--- src/rtl/freq_sweep_ctrl.sv ---
// Frequency-select code sequencer for the step generator.
// Sweeps sel_code between latched bounds, holding each code for the dwell time.
module freq_sweep_ctrl #(
    parameter int unsigned DWELL_W = 16
) (
    input  logic               clk,
    input  logic               rst_n,
    input  logic               start,
    input  logic               stop,
    input  logic [1:0]         mode,
    input  logic               loop_en,
    input  logic [2:0]         code_lo,
    input  logic [2:0]         code_hi,
    input  logic [DWELL_W-1:0] dwell,
    output logic [2:0]         sel_code,
    output logic               busy,
    output logic               step_pulse,
    output logic               done,
    output logic               cfg_err
);

    typedef enum logic [1:0] {
        IDLE = 2'd0,
        RUN  = 2'd1,
        FIN  = 2'd2
    } state_t;

    localparam logic [1:0] M_UP   = 2'b00;
    localparam logic [1:0] M_DOWN = 2'b01;
    localparam logic [1:0] M_PP   = 2'b10;

    localparam logic [DWELL_W-1:0] ONE = {{(DWELL_W-1){1'b0}}, 1'b1};

    state_t             state_q;
    logic [2:0]         sel_q;
    logic [2:0]         first_q;
    logic [2:0]         lo_q;
    logic [2:0]         hi_q;
    logic [1:0]         mode_q;
    logic               loop_q;
    logic               dir_q;
    logic [DWELL_W-1:0] dwell_q;
    logic [DWELL_W-1:0] cnt_q;
    logic               busy_q;
    logic               step_q;
    logic               done_q;
    logic               err_q;

    logic [2:0] sel_d;
    logic       dir_d;
    logic       step_d;
    logic       term_d;
    logic [2:0] first_d;
    logic       bad_cfg;

    assign first_d = (mode == M_DOWN) ? code_hi : code_lo;
    assign bad_cfg = (code_lo > code_hi) || (dwell == '0);

    // Next code at dwell expiry; hold mode neither steps nor terminates.
    always_comb begin
        sel_d  = sel_q;
        dir_d  = dir_q;
        step_d = 1'b0;
        term_d = 1'b0;
        case (mode_q)
            M_UP: begin
                if (sel_q < hi_q) begin
                    sel_d  = sel_q + 3'd1;
                    step_d = 1'b1;
                end else begin
                    term_d = 1'b1;
                end
            end
            M_DOWN: begin
                if (sel_q > lo_q) begin
                    sel_d  = sel_q - 3'd1;
                    step_d = 1'b1;
                end else begin
                    term_d = 1'b1;
                end
            end
            M_PP: begin
                if (lo_q == hi_q) begin
                    term_d = 1'b1;
                end else if (!dir_q) begin
                    step_d = 1'b1;
                    if (sel_q < hi_q) begin
                        sel_d = sel_q + 3'd1;
                    end else begin
                        dir_d = 1'b1;
                        sel_d = sel_q - 3'd1;
                    end
                end else if (sel_q > lo_q) begin
                    sel_d  = sel_q - 3'd1;
                    step_d = 1'b1;
                end else begin
                    term_d = 1'b1;
                end
            end
            default: ;
        endcase
    end

    always_ff @(posedge clk) begin
        if (!rst_n) begin
            state_q <= IDLE;
            sel_q   <= '0;
            first_q <= '0;
            lo_q    <= '0;
            hi_q    <= '0;
            mode_q  <= '0;
            loop_q  <= 1'b0;
            dir_q   <= 1'b0;
            dwell_q <= '0;
            cnt_q   <= '0;
            busy_q  <= 1'b0;
            step_q  <= 1'b0;
            done_q  <= 1'b0;
            err_q   <= 1'b0;
        end else begin
            step_q <= 1'b0;
            done_q <= 1'b0;
            err_q  <= 1'b0;
            case (state_q)
                IDLE: begin
                    if (start && !stop) begin
                        if (bad_cfg) begin
                            err_q <= 1'b1;
                        end else begin
                            mode_q  <= mode;
                            loop_q  <= loop_en;
                            lo_q    <= code_lo;
                            hi_q    <= code_hi;
                            dwell_q <= dwell;
                            first_q <= first_d;
                            sel_q   <= first_d;
                            dir_q   <= 1'b0;
                            cnt_q   <= dwell - ONE;
                            busy_q  <= 1'b1;
                            step_q  <= 1'b1;
                            state_q <= RUN;
                        end
                    end
                end
                RUN: begin
                    if (stop) begin
                        busy_q  <= 1'b0;
                        state_q <= IDLE;
                    end else if (cnt_q != '0) begin
                        cnt_q <= cnt_q - ONE;
                    end else if (step_d) begin
                        sel_q  <= sel_d;
                        dir_q  <= dir_d;
                        cnt_q  <= dwell_q - ONE;
                        step_q <= 1'b1;
                    end else if (term_d && loop_q) begin
                        sel_q  <= first_q;
                        dir_q  <= 1'b0;
                        cnt_q  <= dwell_q - ONE;
                        step_q <= 1'b1;
                    end else if (term_d) begin
                        busy_q  <= 1'b0;
                        done_q  <= 1'b1;
                        state_q <= FIN;
                    end
                end
                FIN: begin
                    state_q <= IDLE;
                end
                default: begin
                    state_q <= IDLE;
                    busy_q  <= 1'b0;
                end
            endcase
        end
    end

    assign sel_code   = sel_q;
    assign busy       = busy_q;
    assign step_pulse = step_q;
    assign done       = done_q;
    assign cfg_err    = err_q;

endmodule
--- config.mk ---
export PLATFORM = sky130hd
export DESIGN_NAME = freq_sweep_ctrl
export DESIGN_NICKNAME = d
export VERILOG_FILES = /design/src/rtl/freq_sweep_ctrl.sv
export SDC_FILE = /design/constraint.sdc
export NUM_CORES = 1
export LEC_CHECK = 0
export ABC_AREA = 1
export CORE_MARGIN = 8
export CORE_UTILIZATION = 64
export CTS_BUF_LIST = sky130_fd_sc_hd__clkbuf_16
export DETAILED_ROUTE_END_ITERATION = 8
export DONT_BUFFER_PORTS = 1
export PLACE_DENSITY = 0.8
export SYNTH_ARGS = -nofsm -noshare
export SYNTH_HDL_FRONTEND = slang
export SYNTH_SLANG_ARGS = --single-unit
--- constraint.sdc ---
create_clock -name clk -period 2.37 [get_ports clk]
set_input_delay 0.474 -clock clk [delete_from_list [all_inputs] [get_ports clk]]
set_output_delay 0.474 -clock clk [all_outputs]
set_load 0.01 [all_outputs]
==> results of run 1 <==
## synthesized netlist by cell type, types with 7 or more instances
library cell	n	area [um2]
sky130_fd_sc_hd__a21oi_1	43	215
sky130_fd_sc_hd__buf_2	8	40.0
sky130_fd_sc_hd__dfxtp_1	54	1080
sky130_fd_sc_hd__ha_1	15	188
sky130_fd_sc_hd__inv_1	60	225
sky130_fd_sc_hd__nand2_1	130	488
sky130_fd_sc_hd__nand2_2	18	113
sky130_fd_sc_hd__nand3_1	46	230
sky130_fd_sc_hd__nand4_1	12	75.1
sky130_fd_sc_hd__nor2_1	111	417
sky130_fd_sc_hd__nor2_4	7	78.8
sky130_fd_sc_hd__o21ai_0	28	140
sky130_fd_sc_hd__o21bai_1	7	52.6
## metal layers
layer | vias to the layer above | part of all wire, %
met5 | - | 0
met4 | 0 | 1.9
met3 | 19 | 5.2
met2 | 101 | 48
met1 | 1646 | 45
li1 | 1861 | -
## repair_timing
| action | in CTS | in global routing |
|---|---|---|
| endpoints found under the hold margin | 0 | 0 |
| setup endpoints to repair | 0 | 10 |
| resized for setup | 0 | 3 |
## power by group
part	leakage, nW	switching [mW]	internal, mW	total [mW]
combinational	1.32	0.532	0.278	0.810
sequential	0.441	0.0483	0.974	1.02
clock	0.0773	0.312	0.489	0.801
total	1.84	0.892	1.74	2.63
## final cells by class
cell class,count,area (um2)
clock buffer,5,125
clock inverter,2,33.8
fill,522,1570
inverter,65,244
multi-input combinational,450,2270
sequential,54,1080
tap,72,90.1
timing repair buffer,12,128
## registers in the layout, indices dropped and copies added, names as in the netlist, 2 cells and up
name,cells
cnt_q,16
dwell_q,16
first_q,3
hi_q,3
lo_q,3
sel_code,3
mode_q,2
state_q,2
## logic make-up after synthesis
| group | count (synthesis) | synth area share [%] |
|---|---|---|
| and+or+nand+nor | 342 | 41.6 |
| buffers and inverters | 85 | 9.98 |
| AOI/OAI and AO/OA | 82 | 11.7 |
| DFF | 54 | 29.1 |
| adders and majority gates | 15 | 5.06 |
| xor gates and xnor gates | 11 | 2.60 |
## worst paths after layout
| path | from | cells after the start | to |
|---|---|---|---|
| max | lo_q[2]$_SDFFE_PN0P_ | 17 | cnt_q[15]$_SDFFE_PN0P_ |
| min | rst_n | 2 | cnt_q[10]$_SDFFE_PN0P_ |
| max reg2reg | lo_q[2]$_SDFFE_PN0P_ | 17 | cnt_q[15]$_SDFFE_PN0P_ |
| min reg2reg | dwell_q[15]$_SDFFE_PN0P_ | 2 | dwell_q[15]$_SDFFE_PN0P_ |
## stage by stage
stage	instance area, um2	setup slack (ns)	total power [mW]
3_5_place_dp	3810	0.153	1.84
6_report	3970	0.190	2.63
2_1_floorplan	3710	0.300	1.67
3_3_place_gp	3810	0.246	1.82
5_1_grt	3970	0.000921	2.79
4_1_cts	3970	0.146	2.64
## worst max-delay path, stage by stage, from the launching register on
cell	delay, ns
sky130_fd_sc_hd__dfxtp_1	0.34
sky130_fd_sc_hd__inv_1	0.07
sky130_fd_sc_hd__ha_1	0.31
sky130_fd_sc_hd__a21oi_1	0.15
sky130_fd_sc_hd__nand2_1	0.09
sky130_fd_sc_hd__nand2_2	0.13
sky130_fd_sc_hd__nand2_2	0.08
sky130_fd_sc_hd__nand2_1	0.06
sky130_fd_sc_hd__nand2_1	0.05
sky130_fd_sc_hd__nand2_1	0.09
sky130_fd_sc_hd__nand3_2	0.09
sky130_fd_sc_hd__nand2_1	0.07
sky130_fd_sc_hd__nor2_1	0.04
sky130_fd_sc_hd__nor2_2	0.13
sky130_fd_sc_hd__buf_12	0.17
sky130_fd_sc_hd__nand2_1	0.07
sky130_fd_sc_hd__nor2_1	0.08
sky130_fd_sc_hd__nor2_1	0.04
==> results list, run 1 <==
* Run status: completed
- Entering global routing, the biggest net connects 59 pins.
- In this run the worst path has a maximum fanout of 20.
- After the flow finishes, the layout carries non-filler instances totaling 660.
- Clock-pin slew was measured on the worst setup and hold paths at 0.07 ns.
- Setup skew after layout: 0.00833 ns
* Path type of the worst min-delay path: primary input to register
- Global Route met2 Usage: 37.3%
- The synthesized netlist contains 30 unique library cells.
* Mean area per synthesized cell: 6.30 um2
- Among all flip-flop cells after synthesis, the most frequent one is sky130_fd_sc_hd__dfxtp_1.
- Net count of the finished layout: 632
- In this run the clock root is driven by a sky130_fd_sc_hd__clkbuf_16.
* Proportion of synthesized flip-flops having asynchronous set or reset: 0%
- The pre-antenna-repair detailed-routing pass consisted of 5 iterations.
- After technology mapping, the gate count stands at 589.
* Portion of the clock cycle consumed by the worst path in the final layout: 92.0%
* Flip-flop and latch count after synthesis: 54
- Largest buffer count on any clock path: 2
- The HPWL after detailed placement is 7.00 mm.
* Die height: 92.2 um
- Pin slew with the least headroom to its limit: 0.484 ns
* Number of maximum-capacitance constraint violations: 0
- Across all register-to-register paths, the minimum setup slack is 0.19 ns.
- Die Outline Area: 0.00849 mm2
* Fraction of layout cells with a size suffix above 1: 10.7%
- Average detailed-routed wire length per instance: 13.8 um
- For this run, global-route usage on met3 was measured as 3.02%.
- Area overhead of the layout relative to synthesis: 7.01%
- Top Usage Layer GRT: met2
* Worst hold margin: 0.309 ns
- For this run, the top clock speed supported by timing is 459 MHz.
* Portion of the post-synthesis area used by sequential elements: 29.1%
- Ports: 36
- The number of hold buffers added after CTS was 0.
- The clock reaches the later pin of the worst-skew pair after 0.29 ns.
- Number of antenna violations at the first check in global routing: 0
- EDFF count, synth: 0
- Peak VDD IR: 0.000319 V
- Clock tree from TritonCTS: built
- Number of antenna repair diodes: 0
- Setup TNS Final: 0 ns
- Post-CTS Repair Setup Buffers: 0
- When the netlist entered floorplanning its net count stood at 633.
- For this run, design rule violations remaining after detail routing come to 0.
- Vias post-DR: 3,627
- The final hold violation count was 0.
- Once layout is complete, the utilization of the core stands at 71.7%.
- In this run the power density over the cells is 663 mW/mm2.
* Fin crit period: 2.18 ns
- Global routing used 21.6% of the available tracks.
- From left edge to right edge, the die measures 92.2 um.
- In this run the remaining antenna-violating nets after routing total 0.
- The number of max-slew violations in the final report is 0.
* RSZ-0062 raised after global routing: no
* First-pass GRT wire length: 15.4 mm
- At the end of routability-driven placement, the weighted congestion stood at 0.945.
- Number of buffers added by the clock tree synthesis step: 5
- Mapped cell area: 0.00371 mm2
* Number of port buffers: 0
* Total core area: 0.00554 mm2
* Clock Sink Count: 54
- CP Data Required Time: 2.55 ns
- Total global routing overflow: 0
- Average via count per standard cell: 5.50
* Slew headroom: 67.4%
- The worst setup path is of the register to register kind.
- Critical Path Sink Type: register
* Post-Route WL: 9.13 mm
- Num rows: 27
- Leaving out fill and tap cells, the most frequent cells in the layout are 129 x sky130_fd_sc_hd__nand2_1, 110 x sky130_fd_sc_hd__nor2_1, 60 x sky130_fd_sc_hd__inv_1.
- The first routing iteration left 285 violations.
- Final count of negative-setup-slack endpoints: 0
* Most common cell after layout, fill and taps aside: sky130_fd_sc_hd__nand2_1
* Vias in the first global route: 3,363
- In the global route stage, met1 resource usage came out at 26.8%.
- The H-tree was split into 2 levels.
- Arrival @ worst endpoint: 2.36 ns
- Leakage: 1.84 nW
- Critical Path Start Type: register
- Instance count after placement with tap cells included: 653
- For this configuration, the core starts out at a cell density of 67.0%.
* Total number of yosys warnings: 0
(Power assumes the default switching activity.)
==> run 2, diff against run 1 <==
--- a/config.mk
+++ b/config.mk
@@ -8,7 +8,6 @@
 export ABC_AREA = 1
 export CORE_MARGIN = 8
 export CORE_UTILIZATION = 64
-export CTS_BUF_LIST = sky130_fd_sc_hd__clkbuf_16
 export DETAILED_ROUTE_END_ITERATION = 8
 export DONT_BUFFER_PORTS = 1
 export PLACE_DENSITY = 0.8
==> results list, run 2 (synthesis gave the netlist of run 1 again) <==
- Final weighted congestion of routability-driven global placement: 0.945
- In this run the static leakage power is 1.83 nW.
- For this block, the initial DRC count from the detailed router was 330.
- The final hold violation count was 0.
- After routing, the total negative slack on setup checks comes to 0 ns.
- Dividing the final minimum period by the clock period gives 92.8%.
- Overall power of the completed layout: 2.48 mW
- Leaving out fill and tap cells, the most frequent cell in the layout is sky130_fd_sc_hd__nand2_1.
* Instance count after placement with tap cells included: 653
- Largest buffer count on any clock path: 2
- Final design instance area without fill: 0.00393 mm2
- In this run the cell area measured after placement is 0.00381 mm2.
- For this run, the total global-route usage over all layers was measured as 21.5%.
- In the final layout, the share of cells above drive strength 1 is 10.9%.
- In this run the vertical extent of the chip is 92.2 um.
* Initial standard-cell utilization of the core: 67.0%
- Critical Path Sink Type: register
- Setup violations remaining at the end of the flow were counted as 0.
- By startpoint and endpoint, the worst setup path is classified as register to register.
* Pin count of the biggest net entering global routing: 59
- The routed design could run at a clock period as short as 2.20 ns.
- Clock network latency to the later pin of the worst-skew pair: 0.31 ns
* Setup skew after layout: 0.0148 ns
* Areal power density over the cells: 630 mW/mm2
- Biggest cell delay along the critical path: 0.35 ns
- Relative to the synthesized area, the layout overhead comes to 5.97%.
- Total core area: 0.00554 mm2
- Ports: 36
* Antenna-violating nets left: 0
* Number of H-tree levels: 2
- For the pin with the worst max-slew slack, the measured transition is 0.483 ns.
* Arrival @ worst endpoint: 2.40 ns
- Hold buffer count at cts: 0
* Achievable clock frequency: 455 MHz
- RSZ-0062 raised after global routing: no
* Clock tree from TritonCTS: built
* Drt first pass iters: 5
* CP Data Required Time: 2.57 ns
- Counting every sink on the clock net gives 54.
- Number of non-filler instances in the completed layout: 660
* Family of cells with the greatest summed delay on the critical path: simple AND/OR/NAND/NOR gates
* Clk pwr share: 25.8%
* Average detailed-routed wire length per instance: 13.9 um
- Die Outline Area: 0.00849 mm2
* CP bufs+invs: 2
- For this run, the share of the core covered by cells in the final layout is 71.0%.
- Once the clock tree was built, the setup fixing pass inserted 0 buffers.
- Summed over all nets, the half-perimeter wirelength after detailed placement is 7.00 mm.
- Along the worst path, the maximum fanout reaches 20.
- Slew headroom: 67.5%
- First-pass GRT wire length: 15.4 mm
- Summed over all nets, the switching power comes to 0.886 mW.
- Clock edge transition at the registers on the reported setup and hold paths: 0.11 ns
- Counting stages on the worst path, the most repeated cell is sky130_fd_sc_hd__nand2_1.
* Number of buffers added by the clock tree synthesis step: 5
- The initial antenna violation count came to 0.
* Vias post-DR: 3,618
- Fill count: 525
- For this run the aggregate overflow at the end of global routing stands at 0.
- Post-Route WL: 9.16 mm
* Area taken by flip-flops and latches: 0.00108 mm2
- Multi-input gate area in the final layout: 0.00228 mm2
- Path type of the worst min-delay path: primary input to register
- On the critical path, the stage with the largest delay is an instance of sky130_fd_sc_hd__dfxtp_1.
- In the routed layout, each cell is associated on average with a via count of 5.48.
- Cell breakdown of the critical path: inv_1 -> ha_1 -> a21oi_1 -> nand2_1 -> nand2_4 -> nand2_2 -> nand2_1 -> nand2_1 -> nand2_1 -> nand3_2 -> nand2_1 -> nor2_1 -> nor2_2 -> buf_12 -> nand2_1 -> nor2_1 -> nor2_1
- Internal Dissipation: 1.59 mW
* Peak VDD IR: 0.000416 V
* Switch share: 35.7%
- Run status: completed
- Critical Path Start Type: register
- Number of antenna repair diodes: 0
* Root Driver: sky130_fd_sc_hd__clkbuf_8
* Num rows: 27
* X dimension of the die: 92.2 um
- Per report_power, the sequential group accounts for 41.2% of the total.
* Number of port buffers: 0
* Net count of the finished layout: 632
- For this run, design rule violations remaining after detail routing come to 0.
- Largest regs: cnt_q (16), dwell_q (16)
* Final slew viol count: 0
* Part of the power in combinational logic: 33.0%
* Vias in the first global route: 3,370
- Commonest non-fill, non-tap cells in the layout: 129 x sky130_fd_sc_hd__nand2_1, 110 x sky130_fd_sc_hd__nor2_1, 60 x sky130_fd_sc_hd__inv_1
- Number of maximum-capacitance constraint violations: 0
## run 2: changes by cell type in the layout (fill, tap and decap cells not counted)
| cell | previous run | this run |
|---|---|---|
| sky130_fd_sc_hd__clkinv_1 | 2 | 1 |
| sky130_fd_sc_hd__inv_4 | 0 | 1 |
| sky130_fd_sc_hd__clkbuf_8 | 0 | 6 |
| sky130_fd_sc_hd__nand2_4 | 2 | 3 |
| sky130_fd_sc_hd__inv_2 | 4 | 3 |
| sky130_fd_sc_hd__nand2_2 | 19 | 18 |
| sky130_fd_sc_hd__clkbuf_16 | 5 | 0 |
## run 2: path summary, 6_finish.rpt
| check | depth (start not counted) | to | from | slack [ns] |
|---|---|---|---|---|
| min | 2 | cnt_q[1]$_SDFFE_PN0P_ | rst_n | 0.28 |
| max reg2reg | 17 | cnt_q[15]$_SDFFE_PN0P_ | lo_q[2]$_SDFFE_PN0P_ | 0.17 |
| min reg2reg | 2 | dwell_q[15]$_SDFFE_PN0P_ | dwell_q[15]$_SDFFE_PN0P_ | 0.47 |
| max | 17 | cnt_q[15]$_SDFFE_PN0P_ | lo_q[2]$_SDFFE_PN0P_ | 0.17 |
## run 2: what timing repair did
item                                   in CTS  in global routing
setup endpoints to repair                   0                 10
endpoints found under the hold margin       0                  0
gates resized for setup                     0                  6
## run 2: final cells by class
| cell class | count | area share [%] |
|---|---|---|
| clock buffer | 6 | 2.10 |
| clock inverter | 1 | 0.763 |
| inverter | 65 | 6.27 |
| multi-input combinational | 450 | 57.9 |
| sequential | 54 | 27.5 |
| tap | 72 | 2.29 |
| timing repair buffer | 12 | 3.24 |
## run 2: power groups by stage
| stage | logic (mW) | registers [mW] | clock network (mW) |
|---|---|---|---|
| CTS | 0.801 | 1.02 | 0.647 |
| finish | 0.818 | 1.02 | 0.639 |
| global placement | 0.779 | 1.04 | 0 |
| floorplan | 0.630 | 1.04 | 0 |
| detailed placement | 0.796 | 1.04 | 0 |
| global route | 0.917 | 1.03 | 0.681 |
## run 2: stage by stage
| step | setup slack, ns | hold slack [ns] |
|---|---|---|
| after global routing | 0.00557 | 0.276 |
| after detailed placement | 0.153 | 0.452 |
| after floorplan | 0.300 | 0.423 |
| after global placement | 0.246 | 0.440 |
| final | 0.171 | 0.280 |
| after CTS | 0.158 | 0.275 |
## run 2: routing by layer
| metal | global-route usage (%) | wire length (um) | part of all wire [%] | up-vias |
|---|---|---|---|---|
| met2 | 36.8 | 4400 | 48 | 102 |
| met5 | 0 | 0 | 0 | - |
| li1 | - | - | - | 1872 |
| met3 | 3.42 | 501 | 5.5 | 16 |
| met1 | 26.9 | 4100 | 45 | 1628 |
| met4 | 6.85 | 159 | 1.7 | 0 |
